==> src/rtl/aes_fifo_pkg.sv <==
// Shared types and helpers for the AES host-FIFO packer.
// Build option AES_PACKER_BYTE_SWAP_EN: byte-reverse each word on ingress and egress.
package aes_fifo_pkg;

  localparam int AES_WORD_W = 32;
  localparam int AES_BLK_W  = 128;

  typedef enum logic [2:0] {
    IDLE,
    GATHER,
    ISSUE,
    WAIT_RES,
    SCATTER
  } state_e;

  function automatic logic [AES_WORD_W-1:0] byte_swap32(input logic [AES_WORD_W-1:0] w);
    return {w[7:0], w[15:8], w[23:16], w[31:24]};
  endfunction

  // Word transform applied at both FIFO boundaries; identity in the default build.
  function automatic logic [AES_WORD_W-1:0] xform_word(input logic [AES_WORD_W-1:0] w);
`ifdef AES_PACKER_BYTE_SWAP_EN
    return byte_swap32(w);
`else
    return w;
`endif
  endfunction

endpackage

==> src/rtl/aes_blk_unpacker.sv <==
// Loads one result block and pushes it word by word, MSW first, honouring FIFO full.
// Egress byte order follows AES_PACKER_BYTE_SWAP_EN through xform_word.
module aes_blk_unpacker
  import aes_fifo_pkg::*;
#(
  parameter int WORDS_PER_BLK = 4
) (
  input  logic                                clk_main_a0,
  input  logic                                rst_main,
  input  logic                                load,
  input  logic [AES_WORD_W*WORDS_PER_BLK-1:0] load_data,
  input  logic                                out_full,
  output logic                                out_wr,
  output logic [AES_WORD_W-1:0]               out_din,
  output logic                                done
);

  localparam int BLK_W = AES_WORD_W * WORDS_PER_BLK;
  localparam int IDX_W = $clog2(WORDS_PER_BLK + 1);

  logic [BLK_W-1:0] shift_q;
  logic [IDX_W-1:0] left_q;

  always_comb begin
    out_wr  = (left_q != '0) && !out_full;
    out_din = xform_word(shift_q[BLK_W-1 -: AES_WORD_W]);
    done    = out_wr && (left_q == IDX_W'(1));
  end

  always_ff @(posedge clk_main_a0 or posedge rst_main) begin
    if (rst_main) begin
      shift_q <= '0;
      left_q  <= '0;
    end else if (load) begin
      shift_q <= load_data;
      left_q  <= IDX_W'(WORDS_PER_BLK);
    end else if (out_wr) begin
      shift_q <= shift_q << AES_WORD_W;
      left_q  <= left_q - IDX_W'(1);
    end
  end

endmodule

==> src/rtl/aes_block_packer.sv <==
// Packs host FIFO words into AES blocks and returns results word-serially.
// Build option AES_PACKER_BYTE_SWAP_EN: byte-reverse words at both FIFO boundaries.
//
// state    | meaning
// IDLE     | no block in flight, waiting for host data
// GATHER   | popping and capturing words into the block register
// ISSUE    | block offered to the core until accepted
// WAIT_RES | waiting for the core result
// SCATTER  | result pushed back to the host FIFO
module aes_block_packer
  import aes_fifo_pkg::*;
#(
  parameter int WORDS_PER_BLK = 4,
  parameter int CNT_W         = 16
) (
  input  logic                                clk_main_a0,
  input  logic                                rst_main,
  input  logic                                in_empty,
  output logic                                in_rd,
  input  logic [AES_WORD_W-1:0]               in_dout,
  output logic                                blk_valid,
  input  logic                                blk_ready,
  output logic [AES_WORD_W*WORDS_PER_BLK-1:0] blk_data,
  input  logic                                res_valid,
  output logic                                res_ready,
  input  logic [AES_WORD_W*WORDS_PER_BLK-1:0] res_data,
  input  logic                                out_full,
  output logic                                out_wr,
  output logic [AES_WORD_W-1:0]               out_din,
  output logic                                busy,
  output logic [CNT_W-1:0]                    blk_count
);

  localparam int BLK_W = AES_WORD_W * WORDS_PER_BLK;
  localparam int IDX_W = $clog2(WORDS_PER_BLK + 1);
  localparam logic [IDX_W-1:0] FULL_CNT = IDX_W'(WORDS_PER_BLK);

  state_e           state_q, state_d;
  logic [IDX_W-1:0] rd_issued, cap_cnt;
  logic             rd_q;
  logic [BLK_W-1:0] blk_reg;
  logic [CNT_W-1:0] cnt_q;
  logic             res_load, scatter_done;

  always_comb begin
    state_d   = state_q;
    in_rd     = 1'b0;
    blk_valid = 1'b0;
    res_ready = 1'b0;
    case (state_q)
      IDLE:     if (!in_empty) state_d = GATHER;
      GATHER: begin
        in_rd = !in_empty && (rd_issued < FULL_CNT);
        if (cap_cnt == FULL_CNT) state_d = ISSUE;
      end
      ISSUE: begin
        blk_valid = 1'b1;
        if (blk_ready) state_d = WAIT_RES;
      end
      WAIT_RES: begin
        res_ready = 1'b1;
        if (res_valid) state_d = SCATTER;
      end
      SCATTER:  if (scatter_done) state_d = IDLE;
      default:  state_d = IDLE;
    endcase
  end

  assign res_load = res_valid && res_ready;

  // Data lags the pop strobe by one cycle, so capture is keyed off rd_q.
  always_ff @(posedge clk_main_a0 or posedge rst_main) begin
    if (rst_main) begin
      state_q   <= IDLE;
      rd_issued <= '0;
      cap_cnt   <= '0;
      rd_q      <= 1'b0;
      blk_reg   <= '0;
      cnt_q     <= '0;
    end else begin
      state_q <= state_d;
      rd_q    <= in_rd;
      if (in_rd) rd_issued <= rd_issued + IDX_W'(1);
      if (rd_q) begin
        for (int i = 0; i < WORDS_PER_BLK; i++) begin
          if (cap_cnt == IDX_W'(i))
            blk_reg[BLK_W-1-AES_WORD_W*i -: AES_WORD_W] <= xform_word(in_dout);
        end
        cap_cnt <= cap_cnt + IDX_W'(1);
      end
      if (state_q == IDLE) begin
        rd_issued <= '0;
        cap_cnt   <= '0;
      end
      if (scatter_done) cnt_q <= cnt_q + CNT_W'(1);
    end
  end

  aes_blk_unpacker #(
    .WORDS_PER_BLK(WORDS_PER_BLK)
  ) u_unpacker (
    .clk_main_a0(clk_main_a0),
    .rst_main   (rst_main),
    .load       (res_load),
    .load_data  (res_data),
    .out_full   (out_full),
    .out_wr     (out_wr),
    .out_din    (out_din),
    .done       (scatter_done)
  );

  assign blk_data  = blk_reg;
  assign busy      = (state_q != IDLE);
  assign blk_count = cnt_q;

endmodule

==> config.mk <==
export PLATFORM = sky130hd
export DESIGN_NAME = aes_block_packer
export DESIGN_NICKNAME = d
export VERILOG_FILES = /design/src/rtl/aes_fifo_pkg.sv /design/src/rtl/aes_blk_unpacker.sv /design/src/rtl/aes_block_packer.sv
export SDC_FILE = /design/constraint.sdc
export NUM_CORES = 1
export LEC_CHECK = 0
export BUFFER_PORTS_ARGS = -buffer_cell sky130_fd_sc_hd__buf_2
export CAP_MARGIN = 5
export CORE_UTILIZATION = 56
export CTS_CLUSTER_SIZE = 10
export DETAILED_ROUTE_END_ITERATION = 10
export HOLD_SLACK_MARGIN = 0.02
export PLACE_DENSITY = 0.85
export RECOVER_POWER = 100
export SLEW_MARGIN = 20
export SYNTH_ARGS = -nofsm -noshare
export SYNTH_HDL_FRONTEND = slang
export SYNTH_SLANG_ARGS = --single-unit
==> constraint.sdc <==
create_clock -name clk_main_a0 -period 13.5 [get_ports clk_main_a0]
set_input_delay 2.025 -clock clk_main_a0 [delete_from_list [all_inputs] [get_ports clk_main_a0]]
set_output_delay 2.025 -clock clk_main_a0 [all_outputs]
set_load 0.02 [all_outputs]
==> metrics list, run 1 <==
- Sorting the synthesized cells by area gives the leading types as dfrtp_1 60%, mux2_2 12%, mux2i_1 8.3%.
* Overall track demand over capacity in global routing: 26.1%
* Worst setup path category: in2reg
- Post-synthesis instance area: 0.0119 mm2
- OpenSTA, run right after detailed placement, puts the worst setup slack at 8.42 ns.
- In the finished design, the share of the clock period the worst path needs comes to 59.9%.
- For this run, asynchronously set or reset flops after synthesis account for 100%.
* Max transition margin: -281%
* Mean Syn Cell Area: 12.8 um2
- At the end of the flow, the number of nets in the layout was 1411.
- In this run the number of H-tree levels came out at 2.
* Maximum vdd ir drop: 0.110 mV
- Summed over all layers, the routed wires come to 28100 um.
- CP dominant cell by count: clkbuf_1
- Setup violations remaining at the end of the flow were counted as 0.
- In the synthesized netlist, the cells that appear most often are 285 x dfrtp_1, 130 x mux2_2, 110 x nand2_1.
- Final-layout fill cell count: 1542
- Row generation in the floorplan step produced 52 rows.
* Register area share after synthesis: 60.0%
* Most repeated cell in the gate-level netlist after synthesis: dfrtp_1
* Root cell of the clock tree: clkbuf_16
- Cells fill 69.1% of the core in the end.
* Count of endpoints failing hold in the final timing report: 0
- Post-layout minimum cycle time: 8.09 ns
- Worst setup slack after layout: 5.41 ns
- Including well taps, the total number of placed cells is 1469.
- Vias in the first global route: 8475
* Ratio of routed vias to standard cells: 5.49
- Horizontal die dimension: 148 um
- Main synth FF type: dfrtp_1
- Wire length of the first global-routing pass: 44600 um
- Clock-pin slew was measured on the worst setup and hold paths at 0.05 ns.
- No sink is reached through more buffers than the 3 on the longest clock path.
* Post-cts gate resize count: 0
- Worst clock skew on the final layout: 0.00704 ns
* Number of synthesized flops with an enable pin: 0
- Antenna violations before repair: 3
- Post-CTS Setup Repair Bufs: 0
* Number of sinks on the clock net: 285
* Static leakage power: 6.50 nW
- Setup repair after global routing missed its margin: no
* Number of antenna repair diodes: 0
- Of all cell types, the one taking the most synthesized area is dfrtp_1.
- Port buffer count: 346
- The later pin in the worst-skew pair is clocked with a latency of 0.50 ns.
- Count of unresolved DRC violations after routing: 0
* Share of post-route cells with drive strength above 1: 25.1%
- The min-delay analysis places its worst path in the category reg2reg.
- Relative to the synthesized area, the layout overhead comes to 19.2%.
* Clock buffer count from CTS: 34
- Timing would allow up to 124 MHz.
* Placeable core region: 0.0205 mm2
- The count of nets left with antenna violations once routing finished came out at 0.
* Setup crit start kind: primary input
- Transition time at the pin with the least slew margin: 5.68 ns
* Total nets after synthesis: 1104
* Die span in y: 148 um
- Counting every instance in the synthesized netlist gives 928.
* Placed standard-cell area: 0.0136 mm2
* Area share of the largest cell type after synthesis: 60.0%
- Post-DP HPWL: 18900 um
- Yosys printed 0 warnings.
- The checks that failed: capacitance limit, slew limit.
- Worst EP required: 13.90 ns
* CP max-delay cell: clkbuf_1
- Buffers inserted to repair hold after CTS numbered 0.
- Distinct cell type count of the synthesized netlist: 33
* Detailed-router iteration count before antenna repair: 7
- Status: complete, but fails checks
- Initial Util: 58.0%
- Global placement routability congestion: 0.791
- TNS Setup: 0 ns
- Number of slew-limit violations in the final report: 270
- TritonCTS clock tree: done
- Max Cap Violations: 4
* Routed WL per cell: 18.6 um
* Worst Path Arrival: 8.49 ns
- Summing all non-filler instances in the final layout gives an area of 0.0142 mm2.
* Post-Layout Cell Count: 1508
* Number of storage elements in the synthesis netlist: 285
- Critical path cell sequence: clkbuf_1 -> a21oi_1 -> clkbuf_1 -> clkbuf_1 -> mux2i_1 -> o21ai_0
- The die covers 0.0218 mm2.
- For this design the ratio of total power to cell area is 248 mW/mm2.
- The setup check on the worst reg-to-reg path leaves a slack of 6.33 ns.
* Pin count of the biggest net entering global routing: 136
- After global routing the overflow that remains totals 0.
- Critical Path Max Stage Delay: 3.14 ns
* Capturing element type of the critical path: flip-flop
- Detailed router's first-iteration violation count: 331
- Routed vias: 8281
- In this run the worst path has a maximum fanout of 60.
- Num ports: 347
==> cell families (layout without fill, tap and decap cells) <==
family	count (synthesis)	in the layout	share of synthesized area (%)
xor gates and xnor gates	18	18	1.33
AOI/OAI and AO/OA	136	136	6.85
muxes	228	228	20.6
DFF	285	285	60.0
adders and majority gates	10	10	1.05
and+or+nand+nor	155	155	5.79
buffers and inverters	96	406	4.37
==> layout make-up <==
| cell class | count | area (um2) | share of cell area [%] |
|---|---|---|---|
| timing repair buffer | 357 | 1540 | 10.8 |
| multi-input combinational | 547 | 4200 | 29.7 |
| tap | 270 | 338 | 2.39 |
| clock buffer | 38 | 907 | 6.41 |
| clock inverter | 1 | 8.76 | 0.0618 |
| inverter | 10 | 38.8 | 0.274 |
| sequential | 285 | 7130 | 50.4 |
==> stage by stage <==
step	hold WS, ns	total power, mW
2_1_floorplan	0.454	2.36
3_3_place_gp	0.457	2.71
3_5_place_dp	0.484	2.77
4_1_cts	0.498	3.58
5_1_grt	0.512	3.70
6_report	0.488	3.51
==> registers in the layout, indices dropped and copies added, names as in the netlist <==
| signal | flops |
|---|---|
| u_unpacker.left_q | 3 |
| u_unpacker.shift_q | 128 |
| state_q | 3 |
| blk_count | 16 |
| rd_issued | 3 |
| blk_data | 128 |
| rd_q | 1 |
| cap_cnt | 3 |
==> worst paths after layout <==
kind                                                   from                            endpoint  cells past startpoint
setup / recovery                                   out_full  u_unpacker.shift_q[43]$_DFFE_PP0P_                      6
hold / removal                    blk_count[15]$_DFFE_PP0P_           blk_count[15]$_DFFE_PP0P_                      1
setup reg to reg           u_unpacker.left_q[0]$_DFFE_PP0P_  u_unpacker.shift_q[43]$_DFFE_PP0P_                      7
hold reg to reg                   blk_count[15]$_DFFE_PP0P_           blk_count[15]$_DFFE_PP0P_                      1
max in group asynchronous                          rst_main  u_unpacker.shift_q[89]$_DFFE_PP0P_                      3
min in group asynchronous                          rst_main           blk_data[110]$_DFFE_PP0P_                      2
==> metal layers <==
layer / vias to the layer above / part of all wire (%) / routed length [um] / track usage [%]
met2: 324 / 50 / 14000 / 45.3
met3: 69 / 7.9 / 2230 / 7.72
met1: 4090 / 38 / 10800 / 30.1
met4: 0 / 3.7 / 1030 / 10.9
li1: 3798 / - / - / -
met5: - / 0 / 0 / 0
==> cell usage in the layout, fill, tap and decap left out <==
master,synthesis,layout
a22oi_1,1,1
buf_6,1,1
inv_6,0,1
clkbuf_1,17,220
nor2b_1,1,1
a21oi_1,2,2
inv_1,10,9
nor2_2,1,1
ha_1,10,10
nor3_1,3,3
or4b_1,1,1
a211oi_1,2,2
nand4_1,6,6
clkbuf_16,0,35
nor2_1,17,16
nor4_1,0,2
a21o_1,2,2
nor2_4,0,1
nand2_1,110,110
nand2b_1,1,1
nand3_1,7,7
or2_2,2,2
clkbuf_8,0,2
or4_1,1,1
buf_4,33,7
o21ai_0,91,97
and4_1,2,2
xnor2_1,14,14
clkinvlp_2,0,1
a22o_1,32,32
xor2_1,4,4
mux2i_1,98,98
buf_2,22,130
mux2_2,130,130
nor4b_1,0,1
dfrtp_1,285,285
==> critical path: cells and delay by family <==
family                 cells  cell delay, ns
buffers and inverters      3            5.30
AO/OA/AOI/OAI              2            0.63
multiplexers               1            0.48
==> power by group <==
| group | switching, mW | internal (mW) | leakage (nW) | total, mW |
|---|---|---|---|---|
| Clock | 0.317 | 0.469 | 0.451 | 0.786 |
| Combinational | 0.768 | 0.491 | 2.43 | 1.26 |
| Sequential | 0.227 | 1.23 | 3.62 | 1.46 |
| Total | 1.31 | 2.19 | 6.50 | 3.51 |
Power figures use the tool's default switching activity.
==> run 2: changes to the inputs <==
--- a/config.mk
+++ b/config.mk
@@ -7,11 +7,11 @@
 export LEC_CHECK = 0
 export BUFFER_PORTS_ARGS = -buffer_cell sky130_fd_sc_hd__buf_2
 export CAP_MARGIN = 5
-export CORE_UTILIZATION = 56
+export CORE_UTILIZATION = 47
 export CTS_CLUSTER_SIZE = 10
 export DETAILED_ROUTE_END_ITERATION = 10
 export HOLD_SLACK_MARGIN = 0.02
-export PLACE_DENSITY = 0.85
+export PLACE_DENSITY = 0.76
 export RECOVER_POWER = 100
 export SLEW_MARGIN = 20
 export SYNTH_ARGS = -nofsm -noshare
==> constraint.sdc (replaced) <==
create_clock -name clk_main_a0 -period 6.76 [get_ports clk_main_a0]
set_input_delay 1.014 -clock clk_main_a0 [delete_from_list [all_inputs] [get_ports clk_main_a0]]
set_output_delay 1.014 -clock clk_main_a0 [all_outputs]
set_load 0.02 [all_outputs]
==> metrics list, run 2 (synthesized netlist as in run 1, its figures left out) <==
- The flow ran to the end, but the final reports show violations.
- Clock-pin slew was measured on the worst setup and hold paths at 0.05 ns.
- In the final design database the tool counted 1414 nets.
* Detailed-router iteration count before antenna repair: 4
- Post-DP HPWL: 18600 um
- Share of post-route cells with drive strength above 1: 27.7%
- Power spread over the standard cell area amounts to 487 mW/mm2.
* Count of cells along the worst register-to-register path: 8
- Post-layout minimum cycle time: 4.44 ns
- The clock reaches the later pin of the worst-skew pair after 0.50 ns.
- The detailed router put a total of 11200 um of wire on met1.
- Count of unresolved DRC violations after routing: 0
- TritonCTS clock tree: done
- Worst clock skew on the final layout: 0.0166 ns
* Die Outline Area: 0.0259 mm2
- The cell that appears most often on the critical path is buf_4.
- For the worst setup path, the data arrival time is 4.82 ns.
* Num ports: 347
* Antenna violations before repair: 2
- Setup crit start kind: flip-flop
* Overall track demand over capacity in global routing: 20.7%
* Buffers plus inverters on the worst setup path: 4
* Number of buffers added to fix hold violations after cts: 0
* Minimum setup slack after placement: 3.39 ns
* Destination of the worst register-to-register timing path: u_unpacker.shift_q[18]$_DFFE_PP0P_
* Post-cts gate resize count: 0
- Routed vias: 8036
- Worst setup slack after layout: 2.32 ns
* Total chip power: 6.99 mW
- Wire length of the first global-routing pass: 42800 um
* Violated checks: capacitance limit, slew limit
- With fillers left out, the area of the finished cells amounts to 0.0144 mm2.
* Share of total power in the clock network: 23.2%
- Along the worst path, the maximum fanout reaches 63.
* Placeable core region: 0.0245 mm2
* Psw: 2.58 mW
- Setup repair after global routing missed its margin: no
- Max transition margin: -72.6%
- In the final routed layout, each cell accounts on average for 17.2 um.
* TNS Setup: 0 ns
- Timing would allow up to 225 MHz.
- Per report_power, the combinational group accounts for 35.4% of the total.
* Final WL: 26900 um
- Total of endpoints with negative setup slack in the final report: 0
* Switching Share: 36.8%
- The cell family contributing the most delay on the critical path is buffers and inverters.
- Summing all placed instances gives a cell area of 0.0137 mm2.
- The area growth from synthesis to layout is 20.9%.
- The routed design uses 2260 um of met3 wire.
- Commonest cells after routing, fill and taps aside: 285 x dfrtp_1, 195 x clkbuf_1, 164 x buf_2, 130 x mux2_2, 110 x nand2_1
- Remaining global-route overflow: 0
- The count of buffers added on input and output ports is 346.
* Capturing element type of the critical path: flip-flop
* Sequential share of power: 41.4%
* Maximum vdd ir drop: 0.259 mV
* Static leakage power: 6.62 nW
- The critical path goes through inv_1 -> ha_1 -> a21oi_4 -> clkbuf_1 -> buf_4 -> nor2_2 -> buf_4 -> a22o_1.
- Vias in the first global route: 8131
- Highest routing layer actually used: met4
* Post-CTS Setup Repair Bufs: 0
- CP max-delay cell: clkbuf_1
- Clock buffer count from CTS: 35
* Count of endpoints failing hold in the final timing report: 0
* Global placement routability congestion: 0.795
- Final period utilization: 65.7%
- Critical Path Max Stage Delay: 1.85 ns
* H-tree lvl count: 2
- In this run the most critical hold path is launched from blk_count[15]$_DFFE_PP0P_.
* Min-Delay Path Class: reg2reg
* Worst-case clock buffer depth: 3
* Detailed router's first-iteration violation count: 515
- Die span in y: 161 um
* Detail Route met2 WL: 13000 um
- Measured along the x axis, the die boundary spans 161 um.
- The detail route stage leaves a number of antenna-violating nets equal to 0.
* Number of slew-limit violations in the final report: 203
- The worst register-to-register path begins at u_unpacker.left_q[0]$_DFFE_PP0P_.
- The path with the worst hold slack has its endpoint at blk_count[15]$_DFFE_PP0P_.
- Leaving out fill and tap cells, the most frequent cell in the layout is dfrtp_1.
- Number of sinks on the clock net: 285
- Root cell of the clock tree: clkbuf_16
- For the worst setup path, the data required time is 7.14 ns.
- Cells on Worst Hold Path: 1
- For this configuration, the core starts out at a cell density of 48.4%.
- Setup slack on the worst reg-to-reg path comes out at 2.32 ns.
- Max Cap Violations: 6
- Cell internal power was estimated by the tool at 4.41 mW.
- Pin count of the biggest net entering global routing: 161
* Number of cell rows: 57
- Worst setup path category: reg2reg
- Transition time at the pin with the least slew margin: 2.59 ns
- After detailed routing, the number of vias per cell comes to 5.12.
[run 2: worst max-delay path by stage]
stage	startpoint	end	slack, ns	depth (start not counted)
2_1_floorplan	rst_main	blk_count[0]$_DFFE_PP0P_	1.97	1
3_3_place_gp	out_full	u_unpacker.shift_q[24]$_DFFE_PP0P_	3.39	7
3_5_place_dp	out_full	u_unpacker.shift_q[15]$_DFFE_PP0P_	3.39	7
4_1_cts	in_empty	in_rd	3.69	4
5_1_grt	u_unpacker.left_q[0]$_DFFE_PP0P_	u_unpacker.shift_q[10]$_DFFE_PP0P_	2.01	8
6_report	u_unpacker.left_q[0]$_DFFE_PP0P_	u_unpacker.shift_q[18]$_DFFE_PP0P_	2.32	8
[run 2: area by class of cell]
| class | count | area [um2] |
|---|---|---|
| timing repair buffer | 359 | 1600 |
| sequential | 285 | 7130 |
| fill | 2090 | 10200 |
| inverter | 10 | 38.8 |
| clock inverter | 1 | 8.76 |
| tap | 324 | 405 |
| multi-input combinational | 547 | 4210 |
| clock buffer | 44 | 962 |
| antenna | 1 | 2.50 |
[run 2: power by group through the flow]
stage | logic [mW] | clock network (mW) | registers, mW
final | 2.47 | 1.62 | 2.89
after global routing | 2.69 | 1.74 | 2.98
after CTS | 2.63 | 1.67 | 2.88
after detailed placement | 2.62 | 0 | 2.90
after global placement | 2.55 | 0 | 2.86
after floorplan | 1.40 | 0 | 3.31
[run 2: metal layers]
| metal | vias up | track usage, % |
|---|---|---|
| met3 | 36 | 6.42 |
| met4 | 0 | 5.57 |
| met5 | - | 0 |
| met2 | 286 | 35.0 |
| li1 | 3817 | - |
| met1 | 3897 | 25.5 |
[run 2: metrics by stage]
| stage | cells | utilization [%] | hold WS (ns) |
|---|---|---|---|
| after floorplan | 928 | - | 0.454 |
| after global placement | 1524 | 55.7 | 0.462 |
| after detailed placement | 1524 | 55.7 | 0.472 |
| after CTS | 1569 | 59.7 | 0.484 |
| after global routing | 1570 | 58.5 | 0.507 |
| final | 1571 | 58.5 | 0.483 |
==> run 3: changes to the inputs <==
--- a/config.mk
+++ b/config.mk
@@ -5,13 +5,14 @@
 export SDC_FILE = /design/constraint.sdc
 export NUM_CORES = 1
 export LEC_CHECK = 0
+export ABC_AREA = 1
 export BUFFER_PORTS_ARGS = -buffer_cell sky130_fd_sc_hd__buf_2
 export CAP_MARGIN = 5
-export CORE_UTILIZATION = 47
+export CORE_UTILIZATION = 52
 export CTS_CLUSTER_SIZE = 10
 export DETAILED_ROUTE_END_ITERATION = 10
 export HOLD_SLACK_MARGIN = 0.02
-export PLACE_DENSITY = 0.76
+export PLACE_DENSITY = 0.8
 export RECOVER_POWER = 100
 export SLEW_MARGIN = 20
 export SYNTH_ARGS = -nofsm -noshare
==> constraint.sdc (replaced) <==
create_clock -name clk_main_a0 -period 4.6 [get_ports clk_main_a0]
set_input_delay 0.69 -clock clk_main_a0 [delete_from_list [all_inputs] [get_ports clk_main_a0]]
set_output_delay 0.69 -clock clk_main_a0 [all_outputs]
set_load 0.02 [all_outputs]
==> metrics list, run 3 <==
- Status: complete, but fails checks
* Violated checks: capacitance limit, slew limit
* Synth top cells by count: 388 x nand2_1, 285 x dfrtp_1, 169 x nand3_1
- Entering global routing, the biggest net connects 139 pins.
* Worst setup path category: reg2out
- After clock tree synthesis, the clock-pin slew on the worst setup and hold paths is 0.05 ns.
- Port buffer count: 346
- Number of sinks on the clock net: 285
- In this run, post-CTS hold repair placed 0 buffers.
- Final period utilization: 73.6%
- Once placement completed, the tool counted placed cells totaling 1877.
- For the final database, setup skew stands at 0.00973 ns.
- Max-cap violations in this run came to 4.
- In the layout the commonest cells are 387 x nand2_1, 285 x dfrtp_1, 185 x clkbuf_1, 166 x nand3_1, 166 x buf_2.
- Post-cts gate resize count: 0
* Post-DP HPWL: 19900 um
- Worst setup slack for register-to-register paths: 1.25 ns
- In the synthesized netlist the dominant register cell turns out to be dfrtp_1.
* Post-layout minimum cycle time: 3.38 ns
- Clock latency on the worst-skew pair: 0.49 ns
- The initial utilization of the core area, before any placement, comes to 53.1%.
* Worst Path Arrival: 2.69 ns
- Of the total synthesized cell area, the portion taken by XOR and XNOR cells is 0.581%.
- After detailed routing, the number of vias per cell comes to 5.30.
* Mean Syn Cell Area: 8.93 um2
- For this design the static power due to leakage is 7.10 nW.
- After global routing the overflow that remains totals 0.
- Maximum vdd ir drop: 0.384 mV
- Placeable core region: 0.0227 mm2
- Of all flip-flops after synthesis, the portion carrying an async set or reset was 100%.
- Transition time at the pin with the least slew margin: 2.69 ns
- Synthesis inferred 285 register bits.
- Simple logic cell fraction of the synthesized area: 22.1%
* TNS Setup: 0 ns
- From synthesis to final layout, the design area changed by 18.9%.
* Post-layout nets: 1804
* Combinational family with the most area after synthesis: simple AND/OR/NAND/NOR gates
- Of all cell types, the one taking the most synthesized area is dfrtp_1.
* TritonCTS clock tree: done
- After synthesis, flip-flops and latches occupy 59.1% of the total area.
- For the worst setup path, the data required time is 3.91 ns.
- The die is 154 um tall.
- After synthesis, the cell types taking the most area are dfrtp_1 59%, nand2_1 12%, nand3_1 7.0%.
* Total number of yosys warnings: 0
* Launching point of the worst reg2reg path: cap_cnt[0]$_DFFE_PP0P_
* Number of standard cells after synthesis: 1350
* Number of slew-limit violations in the final report: 260
- Routability-driven placement finished with a final weighted congestion of 0.842.
- Routed vias: 10.2k
- The total count of hold-check failures in the final report was 0.
* Top fanout value on the critical path: 30
* Number of cell rows: 55
- Pwr dens: 664 mW/mm2
* Most repeated cell in the gate-level netlist after synthesis: nand2_1
* Compound-gate portion of the synthesized area: 9.26%
- CTS built an H-tree with a depth of 2.
- Die Outline Area: 0.0238 mm2
- Capturing element type of the critical path: output port
- Detailed-router iteration count before antenna repair: 6
- The post-route netlist has 13.5% of its cells at a drive strength greater than 1.
* Post-synthesis instance area: 0.0121 mm2
- The initial antenna violation count came to 4.
* Area share of the largest cell type after synthesis: 59.1%
- Vias in the first global route: 9769
- Overall track demand over capacity in global routing: 25.8%
* Count of unresolved DRC violations after routing: 0
- Destination of the worst register-to-register timing path: blk_data[110]$_DFFE_PP0P_
* Leading cell type in the layout, fill and taps excluded: nand2_1
* Residual antenna-violating net count after detailed routing: 0
- Setup crit start kind: flip-flop
- Summing the areas of all fa, ha and maj instances in the mapped netlist gives 1.04% of the synthesized area.
- Post-synthesis mux area share: 0%
* Root cell of the clock tree: clkbuf_16
- Routed WL per cell: 15.7 um
- 347 I/O pins were placed.
- Highest achievable clock rate: 296 MHz
* Wire length of the first global-routing pass: 49300 um
- The number of clock buffers added by TritonCTS is 34.
- The worst register-to-register path has a depth of 5.
* Distinct cell type count of the synthesized netlist: 25
* Final-layout fill cell count: 1993
- Detailed router's first-iteration violation count: 979
* Final WL: 30200 um
* Worst-case clock buffer depth: 3
- Setup violations remaining at the end of the flow were counted as 0.
- Final core utilization: 63.1%
* Min-Delay Path Class: in2async
- In this run the horizontal extent of the chip is 154 um.
* Post-Layout Cell Count: 1921
* Number of synthesized flops with an enable pin: 0
* Max transition margin: -79.6%
* Post-CTS Setup Repair Bufs: 0
* Total nets after synthesis: 1526
- Setup repair after global routing left no endpoint under its margin.
-- run 3: how the worst max path moves through the flow --
stage	start	to	slack [ns]
finish	u_unpacker.left_q[0]$_DFFE_PP0P_	out_wr	1.22
global route	cap_cnt[0]$_DFFE_PP0P_	blk_data[110]$_DFFE_PP0P_	1.02
CTS	u_unpacker.left_q[0]$_DFFE_PP0P_	out_wr	1.71
detailed placement	out_full	u_unpacker.left_q[2]$_DFFE_PP0P_	1.93
global placement	out_full	u_unpacker.left_q[2]$_DFFE_PP0P_	1.99
floorplan	rst_main	blk_count[0]$_DFFE_PP0P_	0.13
-- run 3: per-layer routing --
metal / vias up / GRT usage [%] / wire, um
met2: 407 / 41.5 / 14000
met5: - / 0 / 0
met4: 0 / 10.6 / 1040
met3: 72 / 6.89 / 2360
met1: 4802 / 33.4 / 12800
li1: 4907 / - / -
-- run 3: final cells by class --
cell class | count | area (um2) | area share (%)
Timing Repair Buffer | 355 | 1590 | 11.1
Clock buffer | 39 | 933 | 6.51
Sequential cell | 285 | 7130 | 49.7
Multi-Input combinational cell | 870 | 4010 | 27.9
Inverter | 82 | 312 | 2.17
Tap cell | 285 | 357 | 2.49
Clock inverter | 1 | 5.00 | 0.0349
Antenna cell | 4 | 10.0 | 0.0698
-- run 3: cells by family (layout without fill, tap and decap cells) --
| group | after synthesis | in the layout |
|---|---|---|
| compound gates | 210 | 210 |
| xor+xnor | 8 | 8 |
| fa+ha+maj | 10 | 10 |
| buf+inv | 195 | 477 |
| flops | 285 | 285 |
| other cells | 0 | 4 |
| simple gates | 642 | 642 |
-- run 3: critical path, stage by stage, from the launching register on --
cell and delay, ns:
dfrtp_1 0.39, inv_1 0.12, ha_1 0.16, nand2_1 0.11, nand2_4 0.28, clkinvlp_2 0.70, clkbuf_1 0.42
-- run 3: metrics by stage --
step           instance area [um2]  hold WS (ns)  power [mW]  worst slack, ns
2_1_floorplan                12100         0.465        6.35            0.133
3_3_place_gp                 13600         0.461        7.23             1.99
3_5_place_dp                 13600         0.468        7.35             1.93
4_1_cts                      14600         0.143        9.74             1.71
5_1_grt                      14300         0.268        10.1             1.02
6_report                     14300         0.233        9.52             1.22
-- run 3: power by group --
| group | internal (mW) | switching, mW | leakage, nW |
|---|---|---|---|
| Sequential | 3.46 | 0.562 | 3.44 |
| Clock | 1.41 | 0.934 | 0.462 |
| Combinational | 0.916 | 2.23 | 3.19 |
